$ cat src/rtl/spill_reg_pkg.sv
// spill_reg_pkg: shared types for the two-entry spill register.
// Holds the occupancy encoding and the flop-state struct so checkers can
// bind to a single named view of the stage's internal state.
package spill_reg_pkg;

  // Number of beats the stage can hold.
  localparam int unsigned SPILL_DEPTH = 2;

  // Occupancy of the stage, decoded from the two full flags.
  typedef enum logic [1:0] {
    OCC_EMPTY = 2'd0,
    OCC_ONE   = 2'd1,
    OCC_TWO   = 2'd2
  } occ_e;

  // Full flags of the two storage registers. B always holds the older beat.
  typedef struct packed {
    logic a_full;
    logic b_full;
  } fill_state_t;

  // Decode the two full flags into an occupancy count.
  function automatic occ_e occ_of(input fill_state_t st);
    occ_e occ;
    case ({st.a_full, st.b_full})
      2'b00:   occ = OCC_EMPTY;
      2'b11:   occ = OCC_TWO;
      default: occ = OCC_ONE;
    endcase
    return occ;
  endfunction

endpackage

$ cat src/rtl/spill_reg.sv
// spill_reg: two-entry elastic stage that cuts every combinational path
// between an upstream and a downstream valid/ready channel. All outputs are
// driven from flops; one beat per cycle, one cycle of forward latency.
//
// Optional macro SPILL_REG_ASSERT_EN compiles in simulation-only protocol
// checks. The synthesizable logic is the same with or without it.
//
// Handshake: a beat transfers on a rising edge where valid and ready are both
// high. A producer that raises valid keeps it high with stable data until the
// transfer; ready may be raised or dropped freely and never depends on valid
// within the same cycle.
module spill_reg
  import spill_reg_pkg::*;
#(
  parameter int unsigned WIDTH = 32
) (
  input  logic             clk_i,
  input  logic             rst_i,
  input  logic             valid_i,
  output logic             ready_o,
  input  logic [WIDTH-1:0] data_i,
  output logic             valid_o,
  input  logic             ready_i,
  output logic [WIDTH-1:0] data_o
);

  fill_state_t      st;
  logic [WIDTH-1:0] a_data;
  logic [WIDTH-1:0] b_data;
  occ_e             occ;

  logic a_fill;
  logic a_drain;
  logic b_fill;
  logic b_drain;

  // Occupancy view of the full flags; outputs derive from it so they are
  // functions of flops only.
  assign occ = occ_of(st);

  // A accepts when the stage has room; A moves into B only when B is empty,
  // and that move is kept (b_fill) only if downstream did not take it.
  always_comb begin
    a_fill  = valid_i & ready_o;
    a_drain = st.a_full & ~st.b_full;
    b_fill  = a_drain & ~ready_i;
    b_drain = st.b_full & ready_i;
  end

  // Full flags: reset clears both, otherwise fill/drain bookkeeping.
  always_ff @(posedge clk_i) begin
    if (rst_i) begin
      st.a_full <= 1'b0;
      st.b_full <= 1'b0;
    end else begin
      st.a_full <= a_fill | (st.a_full & ~a_drain);
      st.b_full <= b_fill | (st.b_full & ~b_drain);
    end
  end

  // Payload registers: A captures upstream data, B captures A on a spill.
  // Data is opaque and moved bit-for-bit, so X bits pass through unchanged.
  always_ff @(posedge clk_i) begin
    if (rst_i) begin
      a_data <= '0;
      b_data <= '0;
    end else begin
      if (a_fill) a_data <= data_i;
      if (b_fill) b_data <= a_data;
    end
  end

  // Outputs: B is the older beat, so it is presented first when occupied.
  always_comb begin
    ready_o = (occ != OCC_TWO);
    valid_o = (occ != OCC_EMPTY);
    data_o  = st.b_full ? b_data : a_data;
  end

`ifdef SPILL_REG_ASSERT_EN
  // A zero-width payload is meaningless.
  if (WIDTH < 1) begin : g_width_check
    $error("spill_reg: WIDTH must be at least 1");
  end

  // Downstream must see a stable beat while it stalls.
  property p_out_stable;
    @(posedge clk_i) disable iff (rst_i)
      (valid_o & ~ready_i) |=> (valid_o & (data_o === $past(data_o)));
  endproperty
  a_out_stable: assert property (p_out_stable)
    else $error("spill_reg: valid_o/data_o changed during downstream stall");

  // Both registers full must always close the upstream channel.
  a_full_ready: assert property (@(posedge clk_i) disable iff (rst_i)
      !(st.a_full & st.b_full & ready_o))
    else $error("spill_reg: ready_o high while both entries are full");

  // Upstream withdrawing a beat it has not yet handed over.
  property p_in_stable;
    @(posedge clk_i) disable iff (rst_i)
      (valid_i & ~ready_o) |=> valid_i;
  endproperty
  a_in_stable: assert property (p_in_stable)
    else $warning("spill_reg: upstream dropped valid_i while ready_o was low");
`endif

endmodule

$ cat config.mk
export PLATFORM = sky130hd
export DESIGN_NAME = spill_reg
export DESIGN_NICKNAME = d
export VERILOG_FILES = /design/src/rtl/spill_reg_pkg.sv /design/src/rtl/spill_reg.sv
export SDC_FILE = /design/constraint.sdc
export NUM_CORES = 1
export LEC_CHECK = 0
export BUFFER_PORTS_ARGS = -buffer_cell sky130_fd_sc_hd__buf_2
export CAP_MARGIN = 0
export CORE_ASPECT_RATIO = 0.6
export CORE_UTILIZATION = 48
export DETAILED_ROUTE_END_ITERATION = 7
export GPL_ROUTABILITY_DRIVEN = 1
export PLACE_DENSITY = 0.81
export REMOVE_ABC_BUFFERS = 1
export SLEW_MARGIN = 10
export SYNTH_ARGS = -nofsm -noshare
export SYNTH_HDL_FRONTEND = slang
export SYNTH_SLANG_ARGS = --single-unit
$ cat constraint.sdc
create_clock -name clk_i -period 1.2 [get_ports clk_i]
set_input_delay 0.24 -clock clk_i [delete_from_list [all_inputs] [get_ports clk_i]]
set_output_delay 0.24 -clock clk_i [all_outputs]
set_load 0.05 [all_outputs]
==> results of run 1 <==
[registers in the layout, indices dropped and copies added (netlist names)]
register and count:
a_data 32, b_data 32, st 2
[power by group through the flow]
| stage | Clock [mW] | Sequential, mW | Combinational [mW] |
|---|---|---|---|
| CTS | 1.82 | 2.32 | 1.07 |
| detailed placement | 0 | 2.38 | 0.847 |
| global route | 1.94 | 2.34 | 1.20 |
| finish | 1.81 | 2.33 | 1.14 |
| global placement | 0 | 2.37 | 0.834 |
| floorplan | 0 | 2.37 | 0.581 |
[area by class of cell]
cell class | instances | area, sq um
Multi-Input combinational cell | 200 | 1730
Fill cell | 423 | 1680
Sequential cell | 66 | 1330
Timing Repair Buffer | 98 | 1130
Clock buffer | 10 | 128
Tap cell | 84 | 105
Clock inverter | 6 | 57.6
[logic make-up (layout without fill, tap and decap cells)]
logic type	count (synthesis)	count (layout)	synth area share
AOI/OAI and AO/OA	2	2	0.00523
DFF	66	66	0.425
and+or+nand+nor	102	102	0.205
muxes	96	96	0.322
buffers and inverters	21	114	0.0419
[worst max-delay path by stage]
| stage | slack, ns | to | startpoint | depth (start not counted) |
|---|---|---|---|---|
| finish | -0.49 | data_o[28] | st[0]$_SDFF_PP0_ | 3 |
| global route | -0.52 | data_o[28] | st[0]$_SDFF_PP0_ | 3 |
| CTS | -0.47 | data_o[0] | st[0]$_SDFF_PP0_ | 3 |
| detailed placement | -0.18 | data_o[0] | st[0]$_SDFF_PP0_ | 3 |
| global placement | -0.16 | data_o[0] | st[0]$_SDFF_PP0_ | 3 |
| floorplan | -1.95 | b_data[13]$_SDFFE_PP0P_ | st[0]$_SDFF_PP0_ | 2 |
[through the flow]
| stage | utilization | setup WS (ns) | TNS (ns) | area [sq um] |
|---|---|---|---|---|
| global placement | 0.588 | -0.163 | -6.96 | 3620 |
| CTS | 0.698 | -0.474 | -25.99 | 4310 |
| global route | 0.727 | -0.518 | -42.00 | 4480 |
| finish | 0.727 | -0.489 | -37.92 | 4480 |
| floorplan | - | -1.95 | -111.01 | 2980 |
| detailed placement | 0.588 | -0.178 | -7.43 | 3620 |
[timing repair]
action | in CTS | in global routing
gates resized for setup | 84 | 32
endpoints found under the setup margin | 77 | 98
cloned | 7 | 2
pin swaps | 3 | 1
buffers inserted | 8 | 1
[worst register-to-register path, stage by stage, from the launching register on]
cell and delay, ns:
dfxtp_4 0.39, buf_12 0.16, buf_6 0.11, buf_8 0.12
or3b_4 0.42, buf_12 0.17, mux2i_2 0.14
[synthesized netlist by cell type, drive strengths merged]
master,instances
mux2,32
nor3b,2
nand2b,96
or3b,1
a21oi,1
buf,11
or2,1
nand2,1
a21boi,1
clkbuf,10
mux2i,64
dfxtp,66
nor2,1
[routing by layer]
layer	share of wire	vias to the layer above
met5	0.0018	-
met4	0.0090	2
met3	0.054	9
met2	0.43	70
met1	0.51	1055
li1	-	1146
==> impl_metrics.py, run 1 <==
metrics = {
    "finish": {
        "nets": 411,
        "area_delta_synth_final_pct": 44.3,
        "layout-drive-gt1-share": 0.405,
        "finalNonFillerCells": 464,
        "diodes": 0,
        "layout_common_cells": "nand2b_1 (96), dfxtp_1 (65), mux2i_1 (61), buf_2 (35), buf_6 (30)",
        "final_common_cell": "nand2b_1",
    },
    "worst_setup_path": {
        "critPathTopFamily": "flip-flops",
        "path_cells": "clkbuf_16 -> mux2_2 -> buf_6",
        "cp_max_fo": 8,
        "end_kind": "primary output",
        "path_buf_inv": 2,
        "rrSetupSlack_ns": -0.43,
        "critPathKind": "flip-flop to primary output",
        "slowest_delay_ns": 0.42,
        "ff2ff_path_depth": 6,
        "r2r_start": "st[0]$_SDFF_PP0_",
        "r2r-end": "b_data[5]$_SDFFE_PP0P_",
        "arrival_ns": 1.45,
        "start_kind": "flip-flop",
        "cp_slowest_cell": "dfxtp_4",
        "cp.required_ns": 0.96,
    },
    "hold_path": {
        "hp-class": "primary input to flip-flop",
        "min_path_cells": 3,
        "min_to": "a_data[7]$_SDFFE_PP0P_",
        "hp-start": "data_i[7]",
    },
    "die": {
        "dieArea_sq_um": 6810,
        "core_sq_um": 6170,
        "die_h_microns": 64.3,
        "start_util": 0.504,
        "rows": 22,
        "ioPinCount": 70,
        "die_w_microns": 106,
    },
    "pwr": {
        "peakVddDrop_v": 0.000797,
        "intPower_mw": 3.79,
        "p_leak_nw": 1.97,
        "p_clk_frac": 0.343,
        "p_total_mw": 5.28,
        "switching_share": 0.282,
        "power.share.sequential": 0.441,
        "p_sw_mw": 1.49,
        "p_comb_frac": 0.216,
        "power_density_nw_per_um2": 1180,
    },
    "global_route": {
        "grt_max_degree": 58,
        "grt_pass1_wl_microns": 11300,
        "antenna_found_initial": 1,
        "grt_pass1_vias": 2190,
        "grt_util_all_layers": 0.222,
        "grt_use_met1": 0.308,
        "busiest_layer": "met2",
        "grt-ovfl-total": 0,
        "met2_usage": 0.328,
        "met3_usage": 0.0745,
    },
    "sta": {
        "tightest_slew_ns": 0.261,
        "worst_slack_ns": -0.489,
        "hold_slack_ns": 0.144,
        "hold_viol_final": 0,
        "fin_crit_ns": 1.69,
        "clock.fmax_ghz": 0.592,
        "max-slew-margin-rel": 0.826,
        "rsz0062_at_grt": "true",
        "setup_viol_count_final": 98,
        "maxSlewViolCount": 0,
        "clock-skew-final_ns": 0.00959,
        "period_share": 1.41,
    },
    "clock_network": {
        "cts_root_buf": "clkbuf_8",
        "cts_buffers": 9,
        "clk_pin_slew_ns": 0.07,
        "worstSkewPairLatency_ns": 0.35,
        "numClockSinks": 66,
        "cts_tree": "built",
        "h-tree-depth": 3,
        "cts_max_path_buffers": 2,
        "cts_hold_buf": 0,
    },
    "status": {
        "violations": "negative setup slack",
        "status": "finished with violations",
    },
    "logic_synthesis": {
        "ys_ff_latch": 66,
        "syn_area_per_cell_sq_um": 10.8,
        "synth_area_sq_um": 3110,
        "ys.warnings.count": 0,
        "synth_cells": 287,
        "netlist_top_cells_area": "dfxtp_1 (43%), mux2i_1 (21%), nand2b_1 (19%)",
        "synth_top_area_frac": 0.425,
        "synth_seq_area_share": 0.425,
        "yosys.cell_types.count": 16,
        "yosys.area.top_type": "dfxtp_1",
    },
    "place": {
        "gp_congestion": 0.714,
        "dp.cells": 430,
        "place.port_buffers": 69,
        "hpwl_microns": 4190,
    },
    "job": {
        "maxCapViolCount": 0,
    },
    "routing": {
        "wl_microns": 7410,
        "firstDrtPassIters": 5,
        "drc": 0,
        "via_per_inst": 4.92,
        "drtIter0Drc": 97,
        "detail-route-antenna-nets": 0,
        "vias": 2282,
        "wire_per_inst_microns": 16.0,
    },
}
(Power assumes the default switching activity.)
==> inputs of run 2 (changes only) <==
- CORE_ASPECT_RATIO: 0.6 -> unset
- GPL_TIMING_DRIVEN: unset -> 0
==> impl_metrics.py, run 2 (synthesis results as in run 1) <==
metrics = {
    "routing": {
        "vias": 2299,
        "drtIter0Drc": 49,
        "via_per_inst": 5.06,
        "detail-route-antenna-nets": 0,
        "wire_per_inst_microns": 16.3,
        "drc": 0,
        "firstDrtPassIters": 4,
        "wl_microns": 7400,
    },
    "sta": {
        "rsz0062_at_grt": "true",
        "maxSlewViolCount": 0,
        "setup_viol_count_final": 98,
        "max-slew-margin-rel": 0.204,
        "fin_crit_ns": 1.71,
        "clock-skew-final_ns": 0.00990,
        "tns_ns": -38.84,
        "clock.fmax_ghz": 0.585,
        "hold_slack_ns": 0.143,
        "worst_slack_ns": -0.509,
        "hold_viol_final": 0,
        "period_share": 1.42,
        "tightest_slew_ns": 1.19,
    },
    "die": {
        "die_w_microns": 82.5,
        "start_util": 0.510,
        "rows": 28,
        "dieArea_sq_um": 6800,
        "ioPinCount": 70,
        "die_h_microns": 82.5,
        "core_sq_um": 6100,
    },
    "clock_network": {
        "worstSkewPairLatency_ns": 0.34,
        "cts_max_path_buffers": 2,
        "cts_hold_buf": 0,
        "numClockSinks": 66,
        "h-tree-depth": 3,
        "cts_tree": "built",
        "cts_buffers": 9,
        "clk_pin_slew_ns": 0.08,
        "cts_root_buf": "clkbuf_8",
    },
    "place": {
        "place_area_sq_um": 3490,
        "place.port_buffers": 69,
        "hpwl_microns": 3740,
        "dp.cells": 414,
        "post-place-ws_ns": -0.617,
        "gp_congestion": 0.671,
    },
    "global_route": {
        "grt_max_degree": 99,
        "antenna_found_initial": 0,
        "grt_util_all_layers": 0.231,
        "grt_pass1_wl_microns": 11400,
        "grt_pass1_vias": 2386,
        "grt-ovfl-total": 0,
    },
    "status": {
        "violations": "negative setup slack",
        "status": "finished with violations",
    },
    "finish": {
        "post-route-util": 0.743,
        "stdcell_area_sq_um": 4530,
        "nets": 410,
        "finalNonFillerCells": 454,
        "layout-drive-gt1-share": 0.401,
        "layout_common_cells": "nand2b_1 (96), dfxtp_1 (65), mux2i_1 (63), buf_8 (38), buf_2 (35)",
        "top_regs": "a_data x32, b_data x32, st x2",
        "final_common_cell": "nand2b_1",
        "diodes": 0,
        "area_delta_synth_final_pct": 45.8,
    },
    "worst_setup_path": {
        "cp_slowest_cell": "dfxtp_4",
        "cp.required_ns": 0.96,
        "path_cells": "buf_6 -> buf_12 -> mux2_4 -> buf_8",
        "critPathKind": "flip-flop to primary output",
        "end_kind": "primary output",
        "start_kind": "flip-flop",
        "arrival_ns": 1.47,
        "cp_max_fo": 8,
        "slowest_delay_ns": 0.37,
    },
    "pwr": {
        "p_total_mw": 5.11,
        "peakVddDrop_v": 0.000997,
        "power_density_nw_per_um2": 1130,
        "p_leak_nw": 1.99,
    },
    "job": {
        "maxCapViolCount": 0,
    },
    "hold_path": {
        "hp-class": "primary input to flip-flop",
    },
}
run 2: changes by cell type in the layout (fill, tap and decap cells not counted), sizes merged:
cell / previous run / this run
clkbuf: 12 / 10
clkinvlp: 1 / 3
buf: 96 / 95
bufinv: 1 / 0
or3b: 1 / 2
run 2: layer usage:
metal	vias to the layer above	GRT usage	share of wire
met4	0	0.0632	0.0080
met3	8	0.0813	0.049
li1	1139	-	-
met1	1095	0.254	0.43
met2	57	0.417	0.51
met5	-	0	0
run 2: path summary, 6_finish.rpt:
| check | startpoint | endpoint | slack [ns] | cells after the start |
|---|---|---|---|---|
| setup / recovery | st[0]$_SDFF_PP0_ | data_o[16] | -0.51 | 4 |
| hold / removal | valid_i | st[1]$_SDFF_PP0_ | 0.14 | 3 |
| setup reg to reg | st[0]$_SDFF_PP0_ | a_data[7]$_SDFFE_PP0P_ | -0.41 | 8 |
| hold reg to reg | b_data[19]$_SDFFE_PP0P_ | b_data[19]$_SDFFE_PP0P_ | 0.48 | 2 |
run 2: area by class of cell:
class | count | area [sq um]
Multi-Input combinational cell | 201 | 1820
Fill cell | 437 | 1570
Sequential cell | 66 | 1330
Clock inverter | 7 | 46.3
Tap cell | 75 | 93.8
Timing Repair Buffer | 96 | 1120
Clock buffer | 9 | 124
run 2: repair_timing:
| item | 4_1_cts | 5_1_grt |
|---|---|---|
| cloned | 6 | 1 |
| endpoints found under the setup margin | 99 | 99 |
| setup buffers | 15 | 5 |
| gates resized for setup | 160 | 15 |
| pin swaps | 4 | 1 |
run 2: where the power goes:
part | switching (mW) | internal (mW)
combinational | 0.570 | 0.597
clock | 0.869 | 0.739
sequential | 0.0537 | 2.28
total | 1.49 | 3.61
run 2: critical path: cells and delay by family (launching register included):
family / cells / cell delay [ns]
DFF: 1 / 0.37
buffers and inverters: 3 / 0.43
muxes: 1 / 0.32
==> inputs of run 3 (changes only) <==
- CORE_UTILIZATION: 48 -> 50
- CTS_BUF_LIST: unset -> sky130_fd_sc_hd__clkbuf_2 sky130_fd_sc_hd__clkbuf_4 sky130_fd_sc_hd__clkbuf_8
- PLACE_DENSITY: 0.81 -> 0.84
==> impl_metrics.py, run 3 (synthesis results as in run 1) <==
metrics = {
    "pwr": {
        "power.share.sequential": 0.440,
        "p_comb_frac": 0.197,
        "peakVddDrop_v": 0.000785,
        "p_total_mw": 5.29,
        "p_sw_mw": 1.37,
        "switching_share": 0.260,
        "intPower_mw": 3.92,
        "p_leak_nw": 1.88,
        "p_clk_frac": 0.364,
        "power_density_nw_per_um2": 1240,
    },
    "finish": {
        "post-route-util": 0.714,
        "layout_common_cells": "nand2b_1 (96), dfxtp_1 (65), mux2i_1 (63), buf_6 (40), buf_2 (34)",
        "top_regs": "a_data x32, b_data x32, st x2",
        "area_delta_synth_final_pct": 36.9,
        "final_common_cell": "nand2b_1",
        "layout-drive-gt1-share": 0.387,
        "nets": 404,
        "diodes": 0,
    },
    "die": {
        "dieArea_sq_um": 6530,
        "die_w_microns": 80.8,
        "rows": 28,
        "die_h_microns": 80.8,
        "start_util": 0.522,
        "core_sq_um": 5960,
        "ioPinCount": 70,
    },
    "place": {
        "hpwl_microns": 3570,
        "place.port_buffers": 69,
        "gp_congestion": 0.678,
        "post-place-ws_ns": -0.633,
    },
    "worst_setup_path": {
        "critPathTopFamily": "flip-flops",
        "cp.required_ns": 0.96,
        "end_kind": "primary output",
        "path_cells": "buf_12 -> mux2_2 -> buf_6",
        "slowest_delay_ns": 0.41,
        "ff2ff_path_depth": 8,
        "cp_max_fo": 15,
        "start_kind": "flip-flop",
        "cp_slowest_cell": "dfxtp_4",
        "r2r_start": "st[0]$_SDFF_PP0_",
        "path_buf_inv": 2,
        "rrSetupSlack_ns": -0.37,
        "arrival_ns": 1.44,
        "critPathKind": "flip-flop to primary output",
        "r2r-end": "a_data[27]$_SDFFE_PP0P_",
    },
    "routing": {
        "detail-route-antenna-nets": 0,
        "vias": 2246,
        "wire_per_inst_microns": 14.9,
        "wl_microns": 6680,
        "drtIter0Drc": 64,
        "firstDrtPassIters": 4,
        "drc": 0,
        "via_per_inst": 5.02,
    },
    "global_route": {
        "antenna_found_initial": 0,
        "grt_max_degree": 99,
        "grt-ovfl-total": 0,
        "grt_pass1_wl_microns": 10600,
        "grt_util_all_layers": 0.219,
        "grt_pass1_vias": 2292,
    },
    "clock_network": {
        "numClockSinks": 66,
        "cts_tree": "built",
        "worstSkewPairLatency_ns": 0.32,
        "cts_max_path_buffers": 2,
        "clk_pin_slew_ns": 0.07,
        "cts_root_buf": "clkbuf_8",
        "cts_buffers": 9,
        "h-tree-depth": 3,
    },
    "status": {
        "status": "finished with violations",
        "violations": "negative setup slack",
    },
    "sta": {
        "fin_crit_ns": 1.68,
        "tightest_slew_ns": 0.714,
        "hold_viol_final": 0,
        "maxSlewViolCount": 0,
        "rsz0062_at_grt": "true",
        "clock-skew-final_ns": 0.00803,
        "period_share": 1.40,
        "clock.fmax_ghz": 0.595,
        "setup_viol_count_final": 98,
        "worst_slack_ns": -0.481,
        "tns_ns": -30.83,
        "max-slew-margin-rel": 0.524,
    },
    "hold_path": {
        "hp-start": "valid_i",
        "hp-class": "primary input to flip-flop",
        "min_to": "st[1]$_SDFF_PP0_",
        "min_path_cells": 3,
    },
    "job": {
        "maxCapViolCount": 0,
    },
}
-- run 3: cell types whose count changed in the layout (fill, tap and decap cells not counted), sizes merged --
cell / delta
buf: -5
bufinv: +1
clkbuf: +3
clkinv: -3
clkinvlp: -3
-- run 3: how the worst max path moves through the flow --
stage	startpoint	endpoint	slack, ns	cells after the start
final	st[0]$_SDFF_PP0_	data_o[18]	-0.48	3
after global routing	st[0]$_SDFF_PP0_	data_o[20]	-0.53	3
after CTS	st[0]$_SDFF_PP0_	data_o[8]	-0.49	3
after detailed placement	st[0]$_SDFF_PP0_	b_data[30]$_SDFFE_PP0P_	-0.63	4
after global placement	st[0]$_SDFF_PP0_	b_data[16]$_SDFFE_PP0P_	-3.13	2
after floorplan	st[0]$_SDFF_PP0_	b_data[13]$_SDFFE_PP0P_	-1.95	2
-- run 3: timing repair --
item                                    4_1_cts  5_1_grt
pin swaps                                     3        1
gates resized for setup                      83       14
cloned                                        6        0
endpoints found under the setup margin       99       98
buffers inserted                             12        0
hold buffers                                  0        0
-- run 3: area by class of cell --
| class | count | area (sq um) |
|---|---|---|
| fill | 432 | 1700 |
| multi-input combinational | 201 | 1690 |
| sequential | 66 | 1330 |
| timing repair buffer | 90 | 933 |
| clock buffer | 13 | 173 |
| tap | 75 | 93.8 |
| clock inverter | 2 | 35.0 |
-- run 3: per-stage QoR --
stage	instances	hold WS, ns	cell area, sq um
detailed placement	414	0.449	3480
floorplan	266	0.312	2980
global route	447	0.159	4250
CTS	447	0.138	4200
global placement	410	0.439	3420
finish	447	0.164	4250
-- run 3: power groups by stage --
stage / logic [mW] / clock network (mW) / registers [mW]
3_5_place_dp: 0.794 / 0 / 2.38
2_1_floorplan: 0.581 / 0 / 2.37
3_3_place_gp: 0.768 / 0 / 2.38
5_1_grt: 1.10 / 2.07 / 2.34
4_1_cts: 1.02 / 1.97 / 2.33
6_report: 1.04 / 1.92 / 2.33
-- run 3: tightest hold or removal path, stage by stage --
cell and delay (ns):
buf_2 0.10, a21oi_1 0.04, nor2_1 0.07
-- run 3: layer usage --
metal | global-route usage | wire [microns] | share of wire | vias to the layer above
li1 | - | - | - | 1127
met1 | 0.262 | 2990 | 0.45 | 1055
met2 | 0.366 | 3290 | 0.49 | 54
met3 | 0.0539 | 294 | 0.044 | 10
met4 | 0.105 | 103 | 0.015 | 0
met5 | 0 | 0 | 0 | -
